==> config.mk <==
export PLATFORM = sky130hd
export DESIGN_NAME = uart_tx_ctrl
export DESIGN_NICKNAME = d
export VERILOG_FILES = /design/src/rtl/uart_tx_ctrl.sv
export SDC_FILE = /design/constraint.sdc
export NUM_CORES = 1
export LEC_CHECK = 0
export BUFFER_PORTS_ARGS = -buffer_cell sky130_fd_sc_hd__buf_4
export CAP_MARGIN = 20
export CORE_UTILIZATION = 47
export CTS_CLUSTER_SIZE = 40
export DETAILED_ROUTE_END_ITERATION = 8
export HOLD_SLACK_MARGIN = 0.05
export PLACE_DENSITY = 0.81
export SYNTH_ARGS = -nofsm -noshare
export SYNTH_HDL_FRONTEND = slang
export SYNTH_SLANG_ARGS = --single-unit
==> constraint.sdc <==
create_clock -name CLK -period 1.7 [get_ports CLK]
set_input_delay 0.34 -clock CLK [delete_from_list [all_inputs] [get_ports CLK]]
set_output_delay 0.34 -clock CLK [all_outputs]
set_load 0.02 [all_outputs]
==> src/rtl/uart_tx_ctrl.sv <==
// UART transmit frame controller: start, data (LSB first), optional parity,
// one or two stop bits; sequences the external bit serializer.
module uart_tx_ctrl #(
  parameter int DATA_WIDTH   = 8,
  parameter int DONE_TIMEOUT = DATA_WIDTH + 2
) (
  input  logic                  CLK,
  input  logic                  RST,
  input  logic                  DATA_VALID,
  input  logic [DATA_WIDTH-1:0] P_DATA,
  input  logic                  PAR_EN,
  input  logic                  PAR_TYP,
  input  logic                  STOP2,
  input  logic                  ser_done,
  input  logic                  ser_data,
  output logic                  ser_en,
  output logic                  TX_OUT,
  output logic                  BUSY,
  output logic                  READY,
  output logic                  FRAME_ERR
);

  localparam int CW = $clog2(DONE_TIMEOUT + 1);

  typedef enum logic [2:0] {
    S_IDLE,
    S_START,
    S_DATA,
    S_PARITY,
    S_STOP1,
    S_STOP2
  } state_t;

  state_t          state_q, state_d;
  logic            par_en_q, par_en_d;
  logic            stop2_q, stop2_d;
  logic            par_bit_q, par_bit_d;
  logic            err_q, err_d;
  logic [CW-1:0]   cnt_q, cnt_d;
  logic            accept;
  logic            timeout;

  always_comb begin
    READY = 1'b0;
    unique case (state_q)
      S_IDLE:  READY = 1'b1;
      S_STOP1: READY = ~stop2_q;
      S_STOP2: READY = 1'b1;
      default: READY = 1'b0;
    endcase
  end

  assign accept  = DATA_VALID & READY;
  assign timeout = (cnt_q == CW'(DONE_TIMEOUT - 1));

  always_comb begin
    state_d   = state_q;
    par_en_d  = par_en_q;
    stop2_d   = stop2_q;
    par_bit_d = par_bit_q;
    cnt_d     = '0;
    err_d     = 1'b0;
    if (accept) begin
      par_en_d  = PAR_EN;
      stop2_d   = STOP2;
      par_bit_d = ^P_DATA ^ PAR_TYP;
    end
    unique case (state_q)
      S_IDLE: begin
        if (accept) state_d = S_START;
      end
      S_START: state_d = S_DATA;
      S_DATA: begin
        // ser_done has priority over the timeout abort
        if (ser_done) begin
          state_d = par_en_q ? S_PARITY : S_STOP1;
        end else if (timeout) begin
          state_d = S_IDLE;
          err_d   = 1'b1;
        end else begin
          cnt_d = cnt_q + CW'(1);
        end
      end
      S_PARITY: state_d = S_STOP1;
      S_STOP1: begin
        if (stop2_q)     state_d = S_STOP2;
        else if (accept) state_d = S_START;
        else             state_d = S_IDLE;
      end
      S_STOP2: state_d = accept ? S_START : S_IDLE;
      default: state_d = S_IDLE;
    endcase
  end

  always_ff @(posedge CLK or negedge RST) begin
    if (!RST) begin
      state_q   <= S_IDLE;
      par_en_q  <= 1'b0;
      stop2_q   <= 1'b0;
      par_bit_q <= 1'b0;
      err_q     <= 1'b0;
      cnt_q     <= '0;
    end else begin
      state_q   <= state_d;
      par_en_q  <= par_en_d;
      stop2_q   <= stop2_d;
      par_bit_q <= par_bit_d;
      err_q     <= err_d;
      cnt_q     <= cnt_d;
    end
  end

  always_comb begin
    TX_OUT = 1'b1;
    ser_en = 1'b0;
    unique case (state_q)
      S_START: begin
        TX_OUT = 1'b0;
        ser_en = 1'b1;
      end
      S_DATA: begin
        TX_OUT = ser_data;
        ser_en = 1'b1;
      end
      S_PARITY: TX_OUT = par_bit_q;
      default:  TX_OUT = 1'b1;
    endcase
  end

  assign BUSY      = (state_q != S_IDLE);
  assign FRAME_ERR = err_q;

endmodule

==> tab_implementation.tex <==
\begin{tabular}{lr}
\hline
Metric & Value \\
\hline
\multicolumn{2}{l}{\textbf{Clock network}} \\
H-tree depth & 1 \\
Worst-case clock buffer depth & 2 \\
Clock Sink Count & 11 \\
Clock transition at path regs & $\sim$70 ps \\
CTS buffer count & 3 \\
Worst skew pair latency & 270 ps \\
Clock tree from TritonCTS & yes \\
Clock root buffer & sky130\_fd\_sc\_hd\_\_clkbuf\_4 \\
\multicolumn{2}{l}{\textbf{Place}} \\
Input/output buffers & 20 \\
Placed wire-length estimate & 894 µm \\
Pre-CTS setup slack & between 100 and 150 ps \\
Placed Instances & 97 \\
Post-detailed-placement cell area & 802 µm² \\
Final estimated routing congestion in global placement & 0.676 \\
\multicolumn{2}{l}{\textbf{STA}} \\
Setup\_tns & 0 ps \\
Worst Max-Slew Pin Slew & 229 ps \\
Upper clock frequency limit & 611 MHz \\
Final Skew & 2.81 ps \\
Max\_slew headroom & 84.6\% \\
Unrepaired setup endpoints after global routing & false \\
Setup slack of the critical path after layout & 63.5 ps \\
Final min period & $\sim$1600 ps \\
Final max-slew violation count & 0 \\
Worst hold slack & 282 ps \\
Hold Fails Final Rpt & 0 \\
Count of endpoints failing setup in the final report & 0 \\
Part of the cycle the worst path needs & about 96\% \\
\multicolumn{2}{l}{\textbf{Routing}} \\
Drt first-iter violations & 5 \\
Post-route DRC violation count & 2 \\
Routed WL per cell & around 11 µm \\
Post-detailed-route count of antenna-violating nets & 0 \\
Post-detailed-routing wire length & 1170 µm \\
DR vias & 514 \\
First-pass detailed-route iteration total & 5 \\
DR vias/cell & 4.90 \\
\multicolumn{2}{l}{\textbf{Floorplanning}} \\
Die outline height & 39.2 µm \\
Area of the core & 0.00128 mm² \\
IO Count & 21 \\
Initial core utilization & 50.5\% \\
Die footprint & 0.00153 mm² \\
Die width & 39.2 µm \\
Site Rows & 13 \\
\multicolumn{2}{l}{\textbf{Logic synthesis}} \\
Portion of the post-synthesis area used by sequential elements & 42.4\% \\
Library cell with the largest summed area after synthesis & sky130\_fd\_sc\_hd\_\_dfrtp\_1 \\
Post-synthesis share of cell area spent on full adders, half adders and majority gates & 3.85\% \\
Syn Inst Count & 65 \\
Largest cells by area after synthesis & sky130\_fd\_sc\_hd\_\_dfrtp\_1 (42\%), sky130\_fd\_sc\_hd\_\_xnor2\_1 (8.1\%), sky130\_fd\_sc\_hd\_\_mux2\_1 (5.2\%) \\
Multiplexer area fraction after synthesis & 5.20\% \\
Area fraction in compound gates after synthesis & 9.06\% \\
Simple-gate area share of the yosys netlist & 21.0\% \\
Synth Area per Inst & 9.99 µm² \\
Xor-xnor portion of the synthesized cell area & roughly 14\% \\
Post-Syn Area & approximately 650 µm² \\
Fraction of synthesis flops using an asynchronous set or reset pin & 100\% \\
Yosys warnings & 0 \\
Synth Flop Type & sky130\_fd\_sc\_hd\_\_dfrtp\_1 \\
Main combinational cell family by area after synthesis & simple AND/OR/NAND/NOR gates \\
Post-synth EDFFs & 0 \\
Seq cells post-synth & 11 \\
Distinct cell type count after synthesis & 27 \\
Synth Net Count & 83 \\
Top cell type's share of synthesized area & 42.4\% \\
\multicolumn{2}{l}{\textbf{Job}} \\
Max capacitance violation total & 0 \\
\multicolumn{2}{l}{\textbf{Setup path}} \\
Cell chain of the critical path & or3\_1 -> buf\_4 \\
Max stage delay on crit path & 450 ps \\
Biggest fanout along the worst timing path & 10 \\
Data required time at the worst endpoint & 1360 ps \\
Critical Path Source Type & register \\
Critical Path Sink Type & primary output \\
Arr. time, crit path & 1300 ps \\
Critical setup path kind & reg -> out \\
Crit-path slowest cell & sky130\_fd\_sc\_hd\_\_dfrtp\_2 \\
\multicolumn{2}{l}{\textbf{Global routing}} \\
Antenna violations before repair & 0 \\
Aggregate global routing overflow & 0 \\
Number of global-route vias before repair & 419 \\
Largest net degree at the start of global routing & 14 \\
First-pass GRT wire length & 1690 µm \\
Total GRT Usage & between 10\% and 20\% \\
\multicolumn{2}{l}{\textbf{Cells and area}} \\
Commonest non-fill, non-tap cells in the layout & sky130\_fd\_sc\_hd\_\_buf\_4 (22), sky130\_fd\_sc\_hd\_\_dfrtp\_1 (8), sky130\_fd\_sc\_hd\_\_nor2\_1 (7) \\
Antenna Diode Count & 0 \\
Cell area after layout & between 800 and 900 µm² \\
Count of non-filler cells in the finished layout & between 100 and 150 \\
Core Util, Final & about two thirds \\
Share of layout cells above drive strength 1 & 35.6\% \\
Most common library cell in the layout ignoring fill and taps & sky130\_fd\_sc\_hd\_\_buf\_4 \\
Filler Cells Inserted & 101 \\
Net count of the finished layout & between 100 and 150 \\
Post-synthesis to final-layout area growth & 32.9\% \\
\multicolumn{2}{l}{\textbf{Power and ir drop}} \\
Clock share of power & around 14\% \\
Leakage dissipation & 0.408 nW \\
Power Total & 1.22 mW \\
Areal power density over the cells & 1420 mW/mm² \\
Net switching power figure & about 0.48 mW \\
Fraction of power consumed by sequential logic & 35.8\% \\
Combinational Power Share & roughly half \\
Worst vdd ir & around 740 µV \\
Switching fraction of total power & 39.0\% \\
Cell Int Power & 0.746 mW \\
\multicolumn{2}{l}{\textbf{Status}} \\
Failing checks & design-rule violations \\
Status & finished, violations left \\
\multicolumn{2}{l}{\textbf{Min path}} \\
Class of the worst hold path & in -> reg \\
\hline
\end{tabular}
## synthesized netlist by cell type (2+ instances only)
| master | n |
|---|---|
| sky130_fd_sc_hd__inv_1 | 3 |
| sky130_fd_sc_hd__nor2_1 | 7 |
| sky130_fd_sc_hd__dfrtp_1 | 11 |
| sky130_fd_sc_hd__nand3b_1 | 2 |
| sky130_fd_sc_hd__nand2b_1 | 4 |
| sky130_fd_sc_hd__nand2_1 | 3 |
| sky130_fd_sc_hd__a21oi_1 | 6 |
| sky130_fd_sc_hd__mux2_1 | 3 |
| sky130_fd_sc_hd__xor2_1 | 2 |
| sky130_fd_sc_hd__xnor2_1 | 6 |
| sky130_fd_sc_hd__ha_1 | 2 |
## logic make-up after synthesis
| logic type | after synthesis |
|---|---|
| and+or+nand+nor | 24 |
| DFF | 11 |
| AOI/OAI and AO/OA | 10 |
| xor gates and xnor gates | 9 |
| buffers and inverters | 6 |
| muxes | 3 |
| adders and majority gates | 2 |
## critical path, delay by kind of cell (launching register included)
| family | cells | cell delay (ps) |
|---|---|---|
| buffers and inverters | 1 | 170 |
| and+or+nand+nor | 1 | 410 |
| DFF | 1 | 450 |
## worst paths after layout
check | start | to | slack [ps] | cells after the start
setup / recovery | state_q[0] | BUSY | 60 | 2
hold / removal | PAR_EN | par_en_q | 280 | 2
setup reg to reg | state_q[2] | stop2_q | 310 | 4
hold reg to reg | cnt_q[0] | cnt_q[0] | 490 | 1
max in group asynchronous | RST | state_q[0] | 1110 | 2
min in group asynchronous | RST | state_q[2] | 430 | 2
## power by group through the flow
stage	Combinational, mW	Sequential, mW	Clock [mW]
after floorplan	0.456	0.376	0
after global placement	0.545	0.446	0
after detailed placement	0.554	0.450	0
after CTS	0.558	0.448	0.181
after global routing	0.657	0.452	0.200
final	0.609	0.438	0.176
## flip-flops by register name, indices dropped and copies added, names as in the netlist
name and flops:
cnt_q 4, state_q 3, FRAME_ERR 1, par_bit_q 1, par_en_q 1, stop2_q 1
## per-layer routing
metal | track usage (%) | routed length (µm) | part of all wire (%) | up-vias
li1 | - | - | - | 269
met1 | 18.0 | 485 | 41 | 235
met2 | 29.6 | 636 | 54 | 10
met3 | 10.4 | 49 | 4.2 | 0
met4 | 5.17 | 0 | 0 | 0
met5 | 0 | 0 | 0 | -
## area by class of cell
class	instances	area (µm²)	share of cell area [%]
Sequential cell	11	279	32.3
Timing Repair Buffer	24	180	20.9
Multi-Input combinational cell	48	347	40.1
Inverter	3	11.3	1.30
Tap cell	15	18.8	2.17
Clock buffer	3	22.5	2.61
Clock inverter	1	5.00	0.580
## timing repair
action / in CTS / in global routing
hold buffers: 1 / 0
pin swaps: 0 / 1
cloned: 0 / 0
hold endpoints to repair: 11 / 0
buffers inserted: 0 / 3
resized for setup: 2 / 1
setup endpoints to repair: 4 / 4
(Power assumes the default switching activity.)
